File: src/rtl/ud_step_generator.sv
// ud_step_generator: turns the raw up/down push buttons into single-cycle
// up_count_enable, down_count_enable and clear strobes for the up/down counter.
// Each button is synchronized (two flops) and debounced. A press gives one step,
// and pressing both buttons gives one clear pulse.
// Optional auto-repeat for held buttons: define UD_AUTO_REPEAT_EN.
// Without it, a press gives exactly one step and HOLD_DELAY/REPEAT_PERIOD are ignored.
//
// state   | meaning
// --------+------------------------------------------------------------
// IDLE    | no debounced button active, waiting for a press
// UP_HOLD | up stepped once, waiting for release, other button or hold delay
// DN_HOLD | down stepped once, waiting for release, other button or hold delay
// UP_RPT  | up auto-repeating every REPEAT_PERIOD cycles (UD_AUTO_REPEAT_EN)
// DN_RPT  | down auto-repeating every REPEAT_PERIOD cycles (UD_AUTO_REPEAT_EN)
// BOTH    | clear issued, waiting until both buttons are released

module ud_step_generator #(
    parameter int DEBOUNCE_CYCLES = 16,
    parameter int HOLD_DELAY      = 64,
    parameter int REPEAT_PERIOD   = 16,
    parameter int TIMER_BITS      = 8
) (
    input  logic clk,
    input  logic rst,
    input  logic up_btn,
    input  logic down_btn,
    output logic up_count_enable,
    output logic down_count_enable,
    output logic clear
);

    localparam int MAX_SPAN = (DEBOUNCE_CYCLES > HOLD_DELAY) ?
                              ((DEBOUNCE_CYCLES > REPEAT_PERIOD) ? DEBOUNCE_CYCLES : REPEAT_PERIOD) :
                              ((HOLD_DELAY > REPEAT_PERIOD) ? HOLD_DELAY : REPEAT_PERIOD);

    // Reject parameter sets the timers cannot represent.
    if ((DEBOUNCE_CYCLES < 2) || (HOLD_DELAY < 2) || (REPEAT_PERIOD < 2) ||
        (MAX_SPAN >= (1 << TIMER_BITS))) begin : g_bad_params
        $error("ud_step_generator: illegal parameter set");
    end

    localparam logic [TIMER_BITS-1:0] DB_LAST  = TIMER_BITS'(DEBOUNCE_CYCLES - 1);
    localparam logic [TIMER_BITS-1:0] ONE      = TIMER_BITS'(1);

`ifdef UD_AUTO_REPEAT_EN
    localparam logic [TIMER_BITS-1:0] HOLD_LAST = TIMER_BITS'(HOLD_DELAY - 1);
    localparam logic [TIMER_BITS-1:0] RPT_LAST  = TIMER_BITS'(REPEAT_PERIOD - 1);

    typedef enum logic [2:0] {
        S_IDLE    = 3'd0,
        S_UP_HOLD = 3'd1,
        S_DN_HOLD = 3'd2,
        S_UP_RPT  = 3'd3,
        S_DN_RPT  = 3'd4,
        S_BOTH    = 3'd5
    } state_t;

    logic [TIMER_BITS-1:0] r_timer;
`else
    typedef enum logic [1:0] {
        S_IDLE    = 2'd0,
        S_UP_HOLD = 2'd1,
        S_DN_HOLD = 2'd2,
        S_BOTH    = 2'd3
    } state_t;
`endif

    state_t                r_state;
    logic                  r_up_s1, r_up_s2, r_dn_s1, r_dn_s2;
    logic                  r_db_up, r_db_dn;
    logic [TIMER_BITS-1:0] r_cnt_up, r_cnt_dn;

    // Two-flop synchronizers for the asynchronous buttons.
    always_ff @(posedge clk) begin
        if (rst) begin
            r_up_s1 <= 1'b0;
            r_up_s2 <= 1'b0;
            r_dn_s1 <= 1'b0;
            r_dn_s2 <= 1'b0;
        end else begin
            r_up_s1 <= up_btn;
            r_up_s2 <= r_up_s1;
            r_dn_s1 <= down_btn;
            r_dn_s2 <= r_dn_s1;
        end
    end

    // Up debounce: level follows the synchronized input after DEBOUNCE_CYCLES stable mismatches.
    always_ff @(posedge clk) begin
        if (rst) begin
            r_cnt_up <= '0;
            r_db_up  <= 1'b0;
        end else if (r_up_s2 == r_db_up) begin
            r_cnt_up <= '0;
        end else if (r_cnt_up == DB_LAST) begin
            r_db_up  <= r_up_s2;
            r_cnt_up <= '0;
        end else begin
            r_cnt_up <= r_cnt_up + ONE;
        end
    end

    // Down debounce: same scheme as the up button.
    always_ff @(posedge clk) begin
        if (rst) begin
            r_cnt_dn <= '0;
            r_db_dn  <= 1'b0;
        end else if (r_dn_s2 == r_db_dn) begin
            r_cnt_dn <= '0;
        end else if (r_cnt_dn == DB_LAST) begin
            r_db_dn  <= r_dn_s2;
            r_cnt_dn <= '0;
        end else begin
            r_cnt_dn <= r_cnt_dn + ONE;
        end
    end

    // Step FSM with registered one-cycle strobes; clear always wins over a step.
    always_ff @(posedge clk) begin
        if (rst) begin
            r_state           <= S_IDLE;
            up_count_enable   <= 1'b0;
            down_count_enable <= 1'b0;
            clear             <= 1'b0;
`ifdef UD_AUTO_REPEAT_EN
            r_timer           <= '0;
`endif
        end else begin
            up_count_enable   <= 1'b0;
            down_count_enable <= 1'b0;
            clear             <= 1'b0;
            case (r_state)
                S_IDLE: begin
                    if (r_db_up && r_db_dn) begin
                        clear   <= 1'b1;
                        r_state <= S_BOTH;
                    end else if (r_db_up) begin
                        up_count_enable <= 1'b1;
                        r_state         <= S_UP_HOLD;
`ifdef UD_AUTO_REPEAT_EN
                        r_timer         <= '0;
`endif
                    end else if (r_db_dn) begin
                        down_count_enable <= 1'b1;
                        r_state           <= S_DN_HOLD;
`ifdef UD_AUTO_REPEAT_EN
                        r_timer           <= '0;
`endif
                    end
                end
                S_UP_HOLD: begin
                    if (r_db_dn) begin
                        clear   <= 1'b1;
                        r_state <= S_BOTH;
                    end else if (!r_db_up) begin
                        r_state <= S_IDLE;
                    end
`ifdef UD_AUTO_REPEAT_EN
                    else if (r_timer == HOLD_LAST) begin
                        up_count_enable <= 1'b1;
                        r_timer         <= '0;
                        r_state         <= S_UP_RPT;
                    end else begin
                        r_timer <= r_timer + ONE;
                    end
`endif
                end
                S_DN_HOLD: begin
                    if (r_db_up) begin
                        clear   <= 1'b1;
                        r_state <= S_BOTH;
                    end else if (!r_db_dn) begin
                        r_state <= S_IDLE;
                    end
`ifdef UD_AUTO_REPEAT_EN
                    else if (r_timer == HOLD_LAST) begin
                        down_count_enable <= 1'b1;
                        r_timer           <= '0;
                        r_state           <= S_DN_RPT;
                    end else begin
                        r_timer <= r_timer + ONE;
                    end
`endif
                end
`ifdef UD_AUTO_REPEAT_EN
                S_UP_RPT: begin
                    if (r_db_dn) begin
                        clear   <= 1'b1;
                        r_state <= S_BOTH;
                    end else if (!r_db_up) begin
                        r_state <= S_IDLE;
                    end else if (r_timer == RPT_LAST) begin
                        up_count_enable <= 1'b1;
                        r_timer         <= '0;
                    end else begin
                        r_timer <= r_timer + ONE;
                    end
                end
                S_DN_RPT: begin
                    if (r_db_up) begin
                        clear   <= 1'b1;
                        r_state <= S_BOTH;
                    end else if (!r_db_dn) begin
                        r_state <= S_IDLE;
                    end else if (r_timer == RPT_LAST) begin
                        down_count_enable <= 1'b1;
                        r_timer           <= '0;
                    end else begin
                        r_timer <= r_timer + ONE;
                    end
                end
`endif
                S_BOTH: begin
                    if (!r_db_up && !r_db_dn) begin
                        r_state <= S_IDLE;
                    end
                end
                default: begin
                    r_state <= S_IDLE;
                end
            endcase
        end
    end

endmodule

File: config.mk
export PLATFORM = sky130hd
export DESIGN_NAME = ud_step_generator
export DESIGN_NICKNAME = d
export VERILOG_FILES = /design/src/rtl/ud_step_generator.sv
export SDC_FILE = /design/constraint.sdc
export NUM_CORES = 1
export LEC_CHECK = 0
export CAP_MARGIN = 20
export CORE_ASPECT_RATIO = 2
export CORE_MARGIN = 2
export CORE_UTILIZATION = 25
export CTS_CLUSTER_SIZE = 14
export DETAILED_ROUTE_END_ITERATION = 10
export GPL_TIMING_DRIVEN = 0
export PLACE_DENSITY_LB_ADDON = 0.05
export SKIP_LAST_GASP = 1
export SLEW_MARGIN = 25
export SYNTH_ARGS = -nofsm -noshare
export SYNTH_HDL_FRONTEND = slang
export SYNTH_SLANG_ARGS = --single-unit
export TNS_END_PERCENT = 30
File: constraint.sdc
create_clock -name clk -period 4.3 [get_ports clk]
set_input_delay 0.645 -clock clk [delete_from_list [all_inputs] [get_ports clk]]
set_output_delay 0.645 -clock clk [all_outputs]
set_load 0.02 [all_outputs]
# Word-level counts from Yosys, hierarchy flattened
# Index checks and enable logic that the tools add are counted.
# Widths: inputs -> output; s select.
# op_classes
addsub,2
n_mul,0
div_mod_pow,0
n_lt_le_gt_ge,0
eq_ne,11
shifts,0
mux,13
bitwise,3
n_reduce_logical,12
# ops
op,n
$add 8x1->8 const B,2
$eq 8x4->1 const B,2
$mux 2,8
$reduce_or 3->1,3
$pmux 2 s4,1
$ne 3x3->1 const B,2
$eq 2x2->1 const B,2
$ne 4x4->1 const B,1
$reduce_and 2->1,2
$reduce_and 4->1,1
$reduce_or 4->1,1
$mux 1,3
$not 1->1,3
$pmux 1 s3,1
$eq 1x1->1,2
$eq 2x1->1 const B,1
$logic_and 1x1->1,2
$logic_not 1->1,2
$logic_not 2->1,1
$ne 2x2->1 const B,1
# word_totals
ff_bits,27
latch_bits,0
ramBits,0
mem_bits_ro,0
in_bits,4
out_inout_bits,3
wordCells,53
memories,0

# Longest topological paths before layout
# Gate-level depths: netlist of run 1.
# depth
depth_word,4
mapped_depth,4
mapped_depth_nobuf,4

# Least setup slack after synthesis of run 1
# OpenSTA, ideal clock, no wires.
# synth_timing
kind,register -> register
from,reg r_cnt_dn[4]
to,reg r_cnt_dn[3]
setup_time_ns,0.131
arrival_time_ns,1.272
setup_slack_ns,2.897
path_stages_with_launch,4
cell_sequence,dfxtp_1 -> or4_4 -> o211ai_1 -> nor2_1
# synth_via
elab_chain_cells,2
# synth_lines
item,line_no,rtl
from (decl),71,"logic [TIMER_BITS-1:0] r_cnt_up, r_cnt_dn;"
from (signal assigned),114,r_cnt_dn <= r_cnt_dn + ONE;
$eq 8x4->1,110,end else if (r_cnt_dn == DB_LAST) begin
$reduce_or 3->1 (no line),-,
# No other way between the ends.
# A chain may end at the register's enable or synchronous reset.

# Final worst setup path of run 1
# layout_timing
from,reg up_count_enable
to,out up_count_enable
# layout_lines
item,line_no,rtl
from (decl),27,"output logic up_count_enable,"
from (signal assigned),122,up_count_enable <= 1'b0;
from (signal assigned),129,up_count_enable <= 1'b0;
from (signal assigned),138,up_count_enable <= 1'b1;
# No word-level cell between the ends.

==> flow_metrics.py, run 1 <==
metrics = {
    "critical_path": {
        "critPathTopFamily": "buffers and inverters",
        "worstPathCellList": "clkdlybuf4s50_1",
        "critical_path_class": "flop to output port",
        "startpoint_type": "flop",
        "critPathSlowestCell": "clkdlybuf4s50_1",
        "cp-end-kind": "output port",
        "crit_arrival_ns": 1.19,
        "critPathRequiredTime_ns": 3.65,
        "crit_buf_inv": 1,
        "path_max_fanout": 1,
        "max_stage_delay_ns": 0.60,
    },
    "clock_tree": {
        "cts_tree": "built",
        "cts-root-buf": "clkbuf_8",
        "clockBufferDepth": 2,
        "cts_hold_buf": 0,
        "clkSinkCount": 27,
        "htreeDepth": 1,
        "cts_resized": 0,
        "clk_pin_slew_ns": 0.09,
        "clock_latency_ns": 0.26,
        "cts_buffers": 3,
        "post_cts_buffers": 0,
    },
    "placed_design": {
        "io_buffers": 6,
        "dpl_worst_slack_ns": 2.39,
        "gp_congestion": 0.684,
        "dp_hpwl_microns": 1630,
        "place_area_sq_um": 1160,
    },
    "floorplanning": {
        "ios": 7,
        "initial_core_util": 0.256,
        "core_area_sq_um": 4050,
        "die_area_sq_um": 4700,
        "rows": 33,
        "die_w_microns": 49.5,
        "die_height_microns": 95.0,
    },
    "power": {
        "seqPwrFrac": 0.632,
        "p_int_mw": 0.324,
        "switching_share": 0.193,
        "power_frac_comb": 0.025,
        "p_sw_mw": 0.0775,
        "p_leak_nw": 0.389,
        "clock_power_share": 0.343,
        "ir_drop_uv": 129,
        "power_density_nw_per_um2": 333,
    },
    "yosys": {
        "synth_area_leaders": "dfxtp_1, or3_1, a21oi_1, o21ai_0, nor2_1",
        "synth_fa_ha_area_frac": 0.0242,
        "avgSynthCellArea_sq_um": 9.41,
        "synth_top_area_share": 0.522,
        "yosys_warnings": 0,
        "yosysTopAreaCell": "dfxtp_1",
        "yosysSeqAreaShare": 0.522,
        "syn_inst": 110,
        "synth-simple-area-share": 0.239,
        "synth_compound_area_frac": 0.143,
        "synth_top_family_by_area": "simple AND/OR/NAND/NOR gates",
        "synth_fp_nets": 116,
        "syn_area_sq_um": 1030,
        "ys_ff_latch": 27,
        "synthXorXnorAreaFrac": 0.0423,
        "synth_cell_types": 26,
        "synthMuxAreaShare": 0,
    },
    "detailed_routing": {
        "ant_nets": 0,
        "finalWirelength_microns": 2050,
        "vias_per_cell": 4.64,
        "wire_per_inst_microns": 11.9,
        "first_pass_iters": 4,
        "drtIter0Drc": 23,
        "dr_total_vias": 798,
        "drc_errors": 0,
    },
    "final_layout": {
        "diodes": 0,
        "most-common-layout-cells": "dfxtp_1, a21oi_1, or3_1, nor2_1, o21ai_0",
        "reg.largest.list": "r_cnt_dn: 8 flops, r_cnt_up: 8 flops, r_state: 2 flops",
        "fin_area_sq_um": 1200,
        "drive_gt1_frac": 0.0667,
        "area_delta_synth_final_pct": 16.4,
        "nets": 127,
        "final_common_cell": "dfxtp_1",
    },
    "global_route": {
        "grt_max_degree": 15,
        "grtUsageTotal": 0.101,
        "antenna_found_initial": 0,
        "grt_pass1_wl_microns": 3560,
        "overflow": 0,
        "grt_pass1_vias": 786,
    },
    "timing": {
        "worst-slew-pin-transition_ns": 0.549,
        "finalHoldViolCount": 0,
        "drv_slew": 0,
        "fin_tns_setup_ns": 0,
        "fin_crit_ns": 1.83,
        "rsz0062_at_grt": "false",
        "fin_skew_ns": 0.00602,
        "relSlewSlack": 0.632,
        "setup_ws_ns": 2.47,
        "fin_crit_sh": 0.426,
        "holdWs_ns": 0.454,
        "setup_violations": 0,
        "fmax_mhz": 546,
    },
    "flow_run": {
        "maxCapViolCount": 0,
    },
    "hold_path": {
        "hold_class": "flop to flop",
    },
    "outcome": {
        "status": "finished clean",
    },
}
-- final timing paths --
| kind | from | endpoint | slack (ns) | depth (start not counted) |
|---|---|---|---|---|
| setup / recovery | up_count_enable | up_count_enable | 2.47 | 1 |
| hold / removal | r_cnt_dn[0] | r_cnt_dn[0] | 0.45 | 1 |
| setup reg to reg | r_cnt_dn[4] | r_cnt_dn[3] | 2.67 | 3 |
| hold reg to reg | r_cnt_dn[0] | r_cnt_dn[0] | 0.45 | 1 |
-- layout make-up --
type / count / area (sq um)
sequential: 27 / 541
tap: 52 / 65.1
clock buffer: 4 / 45.0
buffer: 1 / 11.3
inverter: 5 / 18.8
timing repair buffer: 6 / 60.1
fill: 478 / 2840
multi-input combinational: 77 / 464
-- cells in the mapped netlist --
master and number:
nand2_1 7, nor3_1 1, or3b_2 1, nor2_1 8
or3_2 1, a311oi_1 1, nor4_1 1, or3_1 9
ha_1 2, a22o_1 1, buf_6 1, nor2b_1 4
nand4_1 2, xor2_1 3, nand3_1 5, inv_1 5
o21ai_0 8, a21oi_1 11, dfxtp_1 27, or4_4 2
a211oi_1 2, o211ai_1 1, a31oi_1 1, o22ai_1 1
nor3b_1 3, xnor2_1 2
-- kinds of logic (layout without fill, tap and decap cells) --
kind of cell    count (synthesis)  after routing
simple gates                   44             44
buf+inv                         6             16
flops                          27             27
compound gates                 26             26
xor+xnor                        5              5
fa+ha+maj                       2              2
-- layer usage --
metal / global-route usage / vias up / share of wire
met4: 0.0556 / 0 / 0.014
met2: 0.205 / 2 / 0.62
li1: - / 412 / -
met5: 0 / - / 0
met3: 0.00949 / 2 / 0.0093
met1: 0.0945 / 382 / 0.36
-- power by group through the flow --
stage / clock (mW) / sequential, mW / combinational [mW]
after floorplan: 0 / 0.259 / 0.00595
after global placement: 0 / 0.259 / 0.0103
after detailed placement: 0 / 0.259 / 0.0105
after CTS: 0.149 / 0.254 / 0.0105
after global routing: 0.160 / 0.254 / 0.0114
final: 0.138 / 0.253 / 0.0101
-- through the flow --
stage | power, mW | cells | util
finish | 0.401 | 172 | 0.298
global route | 0.425 | 172 | 0.298
CTS | 0.413 | 172 | 0.298
detailed placement | 0.270 | 168 | 0.287
global placement | 0.270 | 168 | 0.287
floorplan | 0.265 | 110 | -
Power figures use the tool's default switching activity.
==> run 2, diff against run 1 <==
- clock period: 4.3 -> 1.8 ns (I/O delays scaled with it)
==> results of run 2 <==
Same layout as run 1 (identical final DEF). Status: finished clean.
Main changes from that run: setup slack after placement 2.39 ns -> 0.141 ns; setup slack after layout 2.47 ns -> 0.169 ns; start point of the critical path up_count_enable -> r_cnt_dn[4]; end point of the critical path up_count_enable -> r_cnt_dn[3]; register-to-register setup slack 2.67 ns -> 0.17 ns; total power 0.401 mW -> 0.958 mW; worst IR drop on VDD 129 uV -> 309 uV
